<file path="src/rtl/rmii_rx_frame_deframer.sv">
// RMII receive deframer: hunts preamble+SFD, packs dibits LSB-first into bytes,
// checks the Ethernet FCS and reports per-frame status on a done strobe.
module rmii_rx_frame_deframer #(
  parameter int MIN_PRE = 8,
  parameter int MAX_LEN = 1522,
  parameter int LEN_W   = 16
) (
  input  logic             clk,
  input  logic             rst,
  input  logic [1:0]       i_erxd,
  input  logic             i_erx_dv,
  input  logic             i_erx_er,
  output logic [7:0]       o_data,
  output logic             o_data_valid,
  output logic             o_sof,
  output logic             o_frame_done,
  output logic             o_crc_ok,
  output logic             o_align_err,
  output logic             o_rx_err,
  output logic             o_too_long,
  output logic [LEN_W-1:0] o_len
);

  localparam int PRE_W = $clog2(MIN_PRE + 1);

  localparam logic [1:0] ST_IDLE = 2'd0;
  localparam logic [1:0] ST_PRE  = 2'd1;
  localparam logic [1:0] ST_DATA = 2'd2;
  localparam logic [1:0] ST_DROP = 2'd3;

  // Handshake: o_data_valid/o_frame_done are one-cycle strobes with no ready;
  // the consumer must take every byte (at most one per four cycles).

  logic [1:0]       state_q, state_d;
  logic             dv_q, dv_d;
  logic [PRE_W-1:0] pre_cnt_q, pre_cnt_d;
  logic [1:0]       phase_q, phase_d;
  logic [7:0]       byte_q, byte_d;
  logic [31:0]      crc_q, crc_d;
  logic [LEN_W-1:0] len_q, len_d;
  logic             rx_err_q, rx_err_d;
  logic             too_long_q, too_long_d;
  logic [7:0]       data_q, data_d;
  logic             data_valid_q, data_valid_d;
  logic             sof_q, sof_d;
  logic             frame_done_q, frame_done_d;
  logic             crc_ok_q, crc_ok_d;
  logic             align_err_q, align_err_d;
  logic             rx_err_out_q, rx_err_out_d;
  logic             too_long_out_q, too_long_out_d;
  logic [LEN_W-1:0] len_out_q, len_out_d;
  logic [7:0]       full_byte;

  // Reflected CRC-32, one byte, LSB first.
  function automatic logic [31:0] crc_byte(input logic [31:0] c, input logic [7:0] b);
    logic [31:0] r;
    r = c ^ {24'h0, b};
    for (int i = 0; i < 8; i++) begin
      r = r[0] ? ((r >> 1) ^ 32'hEDB88320) : (r >> 1);
    end
    return r;
  endfunction

  function automatic logic [31:0] rev32(input logic [31:0] v);
    logic [31:0] r;
    for (int i = 0; i < 32; i++) begin
      r[i] = v[31-i];
    end
    return r;
  endfunction

  assign full_byte = {i_erxd, byte_q[5:0]};

  always_comb begin
    state_d        = state_q;
    dv_d           = i_erx_dv;
    pre_cnt_d      = pre_cnt_q;
    phase_d        = phase_q;
    byte_d         = byte_q;
    crc_d          = crc_q;
    len_d          = len_q;
    rx_err_d       = rx_err_q;
    too_long_d     = too_long_q;
    data_d         = data_q;
    data_valid_d   = 1'b0;
    sof_d          = 1'b0;
    frame_done_d   = 1'b0;
    crc_ok_d       = crc_ok_q;
    align_err_d    = align_err_q;
    rx_err_out_d   = rx_err_out_q;
    too_long_out_d = too_long_out_q;
    len_out_d      = len_out_q;

    case (state_q)
      ST_IDLE: begin
        if (!dv_q && i_erx_dv) begin
          if (i_erxd == 2'b01) begin
            state_d   = ST_PRE;
            pre_cnt_d = PRE_W'(1);
          end else begin
            state_d = ST_DROP;
          end
        end
      end
      ST_PRE: begin
        if (!i_erx_dv) begin
          state_d = ST_IDLE;
        end else if (i_erxd == 2'b01) begin
          if (pre_cnt_q < PRE_W'(MIN_PRE)) pre_cnt_d = pre_cnt_q + 1'b1;
        end else if (i_erxd == 2'b11 && pre_cnt_q >= PRE_W'(MIN_PRE)) begin
          state_d    = ST_DATA;
          crc_d      = 32'hFFFFFFFF;
          len_d      = '0;
          phase_d    = 2'd0;
          byte_d     = 8'h00;
          rx_err_d   = 1'b0;
          too_long_d = 1'b0;
        end else begin
          state_d = ST_DROP;
        end
      end
      ST_DATA: begin
        if (i_erx_dv) begin
          if (i_erx_er) rx_err_d = 1'b1;
          byte_d[{phase_q, 1'b0} +: 2] = i_erxd;
          phase_d = phase_q + 2'd1;
          if (phase_q == 2'd3) begin
            crc_d = crc_byte(crc_q, full_byte);
            if (len_q != {LEN_W{1'b1}}) len_d = len_q + 1'b1;
            if (len_q < LEN_W'(MAX_LEN)) begin
              data_d       = full_byte;
              data_valid_d = 1'b1;
              sof_d        = (len_q == '0);
            end else begin
              too_long_d = 1'b1;
            end
          end
        end else begin
          // Partial trailing byte is dropped; crc_q/len_q already exclude it.
          state_d        = ST_IDLE;
          frame_done_d   = 1'b1;
          crc_ok_d       = (rev32(crc_q) == 32'hC704DD7B);
          align_err_d    = (phase_q != 2'd0);
          rx_err_out_d   = rx_err_q;
          too_long_out_d = too_long_q;
          len_out_d      = len_q;
        end
      end
      default: begin
        if (!i_erx_dv) state_d = ST_IDLE;
      end
    endcase
  end

  // dv_q resets high so a reset inside a frame cannot see a false dv rise.
  always_ff @(posedge clk or posedge rst) begin
    if (rst) begin
      state_q        <= ST_IDLE;
      dv_q           <= 1'b1;
      pre_cnt_q      <= '0;
      phase_q        <= 2'd0;
      byte_q         <= 8'h00;
      crc_q          <= 32'hFFFFFFFF;
      len_q          <= '0;
      rx_err_q       <= 1'b0;
      too_long_q     <= 1'b0;
      data_q         <= 8'h00;
      data_valid_q   <= 1'b0;
      sof_q          <= 1'b0;
      frame_done_q   <= 1'b0;
      crc_ok_q       <= 1'b0;
      align_err_q    <= 1'b0;
      rx_err_out_q   <= 1'b0;
      too_long_out_q <= 1'b0;
      len_out_q      <= '0;
    end else begin
      state_q        <= state_d;
      dv_q           <= dv_d;
      pre_cnt_q      <= pre_cnt_d;
      phase_q        <= phase_d;
      byte_q         <= byte_d;
      crc_q          <= crc_d;
      len_q          <= len_d;
      rx_err_q       <= rx_err_d;
      too_long_q     <= too_long_d;
      data_q         <= data_d;
      data_valid_q   <= data_valid_d;
      sof_q          <= sof_d;
      frame_done_q   <= frame_done_d;
      crc_ok_q       <= crc_ok_d;
      align_err_q    <= align_err_d;
      rx_err_out_q   <= rx_err_out_d;
      too_long_out_q <= too_long_out_d;
      len_out_q      <= len_out_d;
    end
  end

  assign o_data       = data_q;
  assign o_data_valid = data_valid_q;
  assign o_sof        = sof_q;
  assign o_frame_done = frame_done_q;
  assign o_crc_ok     = crc_ok_q;
  assign o_align_err  = align_err_q;
  assign o_rx_err     = rx_err_out_q;
  assign o_too_long   = too_long_out_q;
  assign o_len        = len_out_q;

endmodule
</file>
<file path="config.mk">
export PLATFORM = sky130hd
export DESIGN_NAME = rmii_rx_frame_deframer
export DESIGN_NICKNAME = d
export VERILOG_FILES = /design/src/rtl/rmii_rx_frame_deframer.sv
export SDC_FILE = /design/constraint.sdc
export NUM_CORES = 1
export LEC_CHECK = 0
export CAP_MARGIN = 10
export CORE_MARGIN = 3
export CORE_UTILIZATION = 59
export DETAILED_ROUTE_END_ITERATION = 8
export HOLD_SLACK_MARGIN = 0.1
export PLACE_DENSITY = 0.79
export SETUP_SLACK_MARGIN = 0.4
export SLEW_MARGIN = 20
export SYNTH_ARGS = -nofsm -noshare
export SYNTH_HDL_FRONTEND = slang
export SYNTH_SLANG_ARGS = --single-unit
</file>
<file path="constraint.sdc">
create_clock -name clk -period 5 [get_ports clk]
set_input_delay 1.5 -clock clk [delete_from_list [all_inputs] [get_ports clk]]
set_output_delay 1.5 -clock clk [all_outputs]
set_load 0.1 [all_outputs]
</file>
# Word level (Yosys, flattened, before mapping)
# Index checks and enable logic that the tools add are counted.
[totals]
register_bits = 98
output_inout_bits = 31
wordCells = 140
in_bits = 6
[classes]
n_lt_le_gt_ge = 3
n_reduce_logical = 17
addsub = 4
n_eq_ne = 21
bitwise_logic = 10
shift = 2
n_mux = 65
[op_table]
columns = ["cell", "count"]
rows = [
  ["32-bit two-way mux", 13],
  ["13-bit inverter with 14-bit output", 8],
  ["16-bit two-way mux", 6],
  ["32-bit one-hot mux with 2 select lines", 1],
  ["32-bit == test, second input constant", 1],
  ["8-bit two-way mux", 4],
  ["16-bit one-hot mux with 2 select lines", 1],
  ["32-bit by 8-bit XOR with 32-bit output", 1],
  ["2-bit inequality test, second input constant", 12],
  ["4-bit two-way mux", 5],
  ["1-bit two-way mux", 19],
  ["2-bit two-way mux", 9],
  ["6-bit AND reduction", 3],
  ["16-bit by 1-bit adder with 16-bit output, second input constant", 1],
  ["16-bit logical NOT", 1],
  ["16-bit by 11-bit less-than comparator with 1-bit output, second input constant", 1],
  ["16-bit inequality test, second input constant", 1],
  ["8-bit one-hot mux with 2 select lines", 1],
  ["7-bit AND reduction", 2],
  ["8-bit bitwise mux", 1],
  ["2-bit one-hot mux with 2 select lines", 2],
  ["4-bit one-hot mux with 2 select lines", 1],
  ["2-bit by 5-bit variable shift with 8-bit output, first input constant", 1],
  ["2-bit by 5-bit variable part select with 8-bit output", 1],
  ["other kinds (19)", 26],
]

# Longest topological paths before layout
[depth]
ltp_word = 20
depth_mapped = 8
mapped_depth_nobuf = 6

# Worst setup path before layout
# Ideal clock, no wire load.
[synth_path]
path_type = "input-to-reg"
from = "in i_erx_dv"
to = "reg len_q[10]"
t_arrival_ns = 2.799
setup_slack_ns = 2.128
setup_ns = 0.073
path_buffers = 1
path_stages = 6
t_required_ns = 4.927
path_cell_list = "inv_1 > or3b_1 > nand2b_4 > buf_6 > or4_4 > a21oi_2"
[synth_between]
elab_chain_len = 2
word_cells_on_any_way = 3
[synth_rtl]
columns = ["element", "line_no", "source"]
rows = [
  ["start, declared", "11", "input logic i_erx_dv,"],
  ["2-bit inequality test (no line)", "n/a", ""],
  ["7-bit AND reduction (no line) *", "n/a", ""],
  ["end signal, assigned", "183", "len_q <= len_d;"],
  ["end, declared", "40", "logic [LEN_W-1:0] len_q, len_d;"],
]
# Mark *: on every way between the ends. The rest lies on a longest branch, timed or not.
# A chain may end at the register's enable or synchronous reset.

# Final worst setup path
[layout_path]
from = "in i_erxd[0]"
to = "reg crc_q[15]"
[layout_between]
elab_chain_len = 4
word_cells_on_any_way = 6
[layout_rtl]
columns = ["element", "line_no", "source"]
rows = [
  ["start, declared", "10", "input logic [1:0] i_erxd,"],
  ["2-bit == test", "110", "end else if (i_erxd == 2'b11 && pre_cnt_q >= PRE_W'(MIN_PRE)) begin"],
  ["1-bit logical AND", "110", ""],
  ["2-bit inequality test (no line)", "n/a", ""],
  ["6-bit AND reduction (no line) *", "n/a", ""],
  ["end signal, assigned", "182", "crc_q <= crc_d;"],
  ["end, declared", "39", "logic [31:0] crc_q, crc_d;"],
]
# Marked as above.

==> flow_summary.toml <==
[logic_synthesis]
synth.distinct_cells = 58
ys.flop_type = "dfrtp_1"
synth-seq-cells = 96
synth_area_leaders = "dfrtp_1 31%, dfstp_2 17%, xnor2_1 8.0%"
synth_cells = 473
ys_seq_area_share_pct = 47.33
yosys_warnings = 0
ys_async_sr_fraction_pct = 100.0
synth_area_um2 = 5162
synth_enable_flop_cells = 0
syn_avg_cell_area_um2 = 10.91
netlist.area_leader.share_pct = 30.54
yosysTopAreaCell = "dfrtp_1"
synth_nets = 487

[worst_hold_path]
hold_path_class = "register to register"
hp-start = "o_len[0]"

[clock_tree]
cts_max_level = 3
cts_root_buffer = "clkbuf_8"
cts_tree = "done"
clk_latency_ns = 0.36
path_clk_slew_ns = 0.09
cts_sinks = 96
cts_hold_buf = 0
clock_path_buffers = 2
numCtsBuffers = 9
ctsResizeCount = 0
postCtsSetupRepairBufs = 0

[timing]
drv_slew = 0
slew_headroom_pct = 31.68
hold_viol = 0
setup_viol = 0
post-route-period-util_pct = 73.15
tns_ns = 0
timing.fmax_mhz = 273.4
skew_ns = 0.01329
tightest_slew_ns = 1.023
grt_setup_unrepaired = "no"
period_needed_ns = 3.658

[setup_path]
slowest_delay_ns = 0.65
critPathKind = "input pin to register"
required_ns = 5.29
cp_cell_sequence = "clkdlybuf4s50_1 > nand3b_1 > o21ai_4 > nand3_1 > nor2_2 > buf_4 > a21oi_1"
cp-start-kind = "input pin"
endpoint_kind = "register"
reg2reg_from = "state_q[1]"
worst_path_max_delay_cell = "clkdlybuf4s50_1"
arrival_ns = 3.94
cp-startpoint = "i_erxd[0]"
cp_max_fo = 15

[grt]
gr-total-overflow = 0
antenna_found_initial = 0
first_global_vias = 3842
grt_max_degree = 63
track_usage_pct = 24.25
grt_pass1_wl_um = 19260

[finish]
area_growth_pct = 11.88
num_antenna_cells = 0
drive_gt1_share_pct = 21.48
fin_util_pct = 69.25
nets = 521

[placement]
globalplace.congestion = 0.9070
io_buffers = 36
hpwl_um = 7865

[drt]
detail-route-antenna-nets = 0
route.detailed.drc = 0
drt_wl_total_um = 11060
viasPerCell = 5.997
wl_per_cell_um = 17.92
drt_first_pass_iters = 5
via_count = 3700
drt_iter0_drc = 207

[floorplan]
dieArea_um2 = 9908
die_w_um = 99.54
io_pins = 37
rows = 33
dieHeight_um = 99.54
coreArea_um2 = 8341
start_util_pct = 61.90

[run_status]
outcome = "finished clean"

[pwr]
p_leak_uw = 0.002356
power_density_nw_per_um2 = 589.6
ir_worst_vdd_mv = 0.3319

[flow_run]
cap_violations = 0
==> through the flow <==
| step | std cells | setup WS, ns | total power (µW) | hold slack (ns) | cell area, µm² |
|---|---|---|---|---|---|
| finish | 617 | 1.342 | 3405 | 0.5109 | 5776 |
| global route | 617 | 1.157 | 3603 | 0.5320 | 5776 |
| CTS | 617 | 1.369 | 3411 | 0.5177 | 5774 |
| detailed placement | 601 | 1.002 | 2919 | 0.4908 | 5597 |
| global placement | 601 | 1.111 | 2879 | 0.4792 | 5597 |
| floorplan | 473 | 1.049 | 2590 | 0.4495 | 5162 |
==> cell type report <==
type	count	area [µm²]
Clock buffer	14	163.9
Clock inverter	2	13.76
Fill cell	623	2565
Inverter	17	66.31
Multi-Input combinational cell	341	2551
Sequential cell	96	2444
Tap cell	105	131.4
Timing Repair Buffer	42	405.4
==> worst paths after layout <==
| check | end | slack [ns] | cells after the start |
|---|---|---|---|
| setup reg to reg | o_data[1] | 2.12 | 4 |
| hold / removal | o_len[0] | 0.51 | 1 |
| setup / recovery | crc_q[15] | 1.34 | 7 |
| min in group asynchronous | len_q[2] | 1.64 | 2 |
| hold reg to reg | o_len[0] | 0.51 | 1 |
| max in group asynchronous | crc_q[11] | 2.56 | 3 |
==> cells in the mapped netlist, types with 8 or more instances <==
| master | n |
|---|---|
| xnor2_1 | 47 |
| inv_1 | 17 |
| ha_1 | 8 |
| xor2_1 | 13 |
| buf_2 | 14 |
| nand2_1 | 12 |
| nand3_1 | 15 |
| o21ai_0 | 17 |
| nand4_1 | 12 |
| dfrtp_1 | 63 |
| dfstp_2 | 33 |
| mux2_2 | 31 |
| a21oi_1 | 38 |
| nor2_1 | 49 |
==> worst max-delay path: cells and delay by family <==
family                 cells  cell delay (ns)
AND/OR/NAND/NOR            3             1.11
buffers and inverters      2             0.96
AO/OA/AOI/OAI              2             0.36
==> report_power, final <==
part	internal [µW]	switching [µW]	leakage, µW
clock network	213	263	0.0000864
logic	741	987	0.00107
registers	1020	180	0.00120
==> metal layers <==
layer,GRT usage (%),wire [µm],vias up
met3,4.208,540,15
met4,7.983,158,0
met2,37.29,5199,126
li1,-,-,1730
met1,35.12,5159,1829
met5,0,0,-
==> kinds of logic (layout without fill, tap and decap cells) <==
logic type / after synthesis / in the layout / synth area share (%)
compound gates: 80 / 80 / 9.404
xor+xnor: 70 / 70 / 13.77
fa+ha+maj: 8 / 8 / 1.939
buf+inv: 36 / 75 / 3.248
flops: 96 / 96 / 47.33
mux: 37 / 37 / 7.925
simple gates: 146 / 146 / 16.38
==> cells in the final DEF (no fill, tap or decap), types with 5 or more instances in the layout <==
cell             Yosys  final
nand2_1             12     12
mux2i_1              6      6
buf_4                2      6
a21oi_1             38     38
dfrtp_1             63     63
xnor2_2              5      5
nand2b_1             5      5
and3_1               5      5
clkbuf_8             0      9
xnor2_1             47     47
ha_1                 8      8
dfstp_2             33     33
mux2_2              31     31
xor2_1              13     13
clkdlybuf4s50_1      0     36
o21ai_0             17     17
o31ai_1              5      5
inv_1               17     16
nor2_1              49     49
nand4_1             12     12
nand3_1             15     15
nor3_1               6      6
==> registers in the layout, indices dropped and copies added (netlist names) <==
signal	cells
crc_q	32
len_q	16
o_len	16
o_data	8
byte_q	6
pre_cnt_q	4
phase_q	2
state_q	2
dv_q	1
o_align_err	1
o_crc_ok	1
o_data_valid	1
o_frame_done	1
o_rx_err	1
o_sof	1
o_too_long	1
rx_err_q	1
too_long_q	1
(Power assumes the default switching activity.)
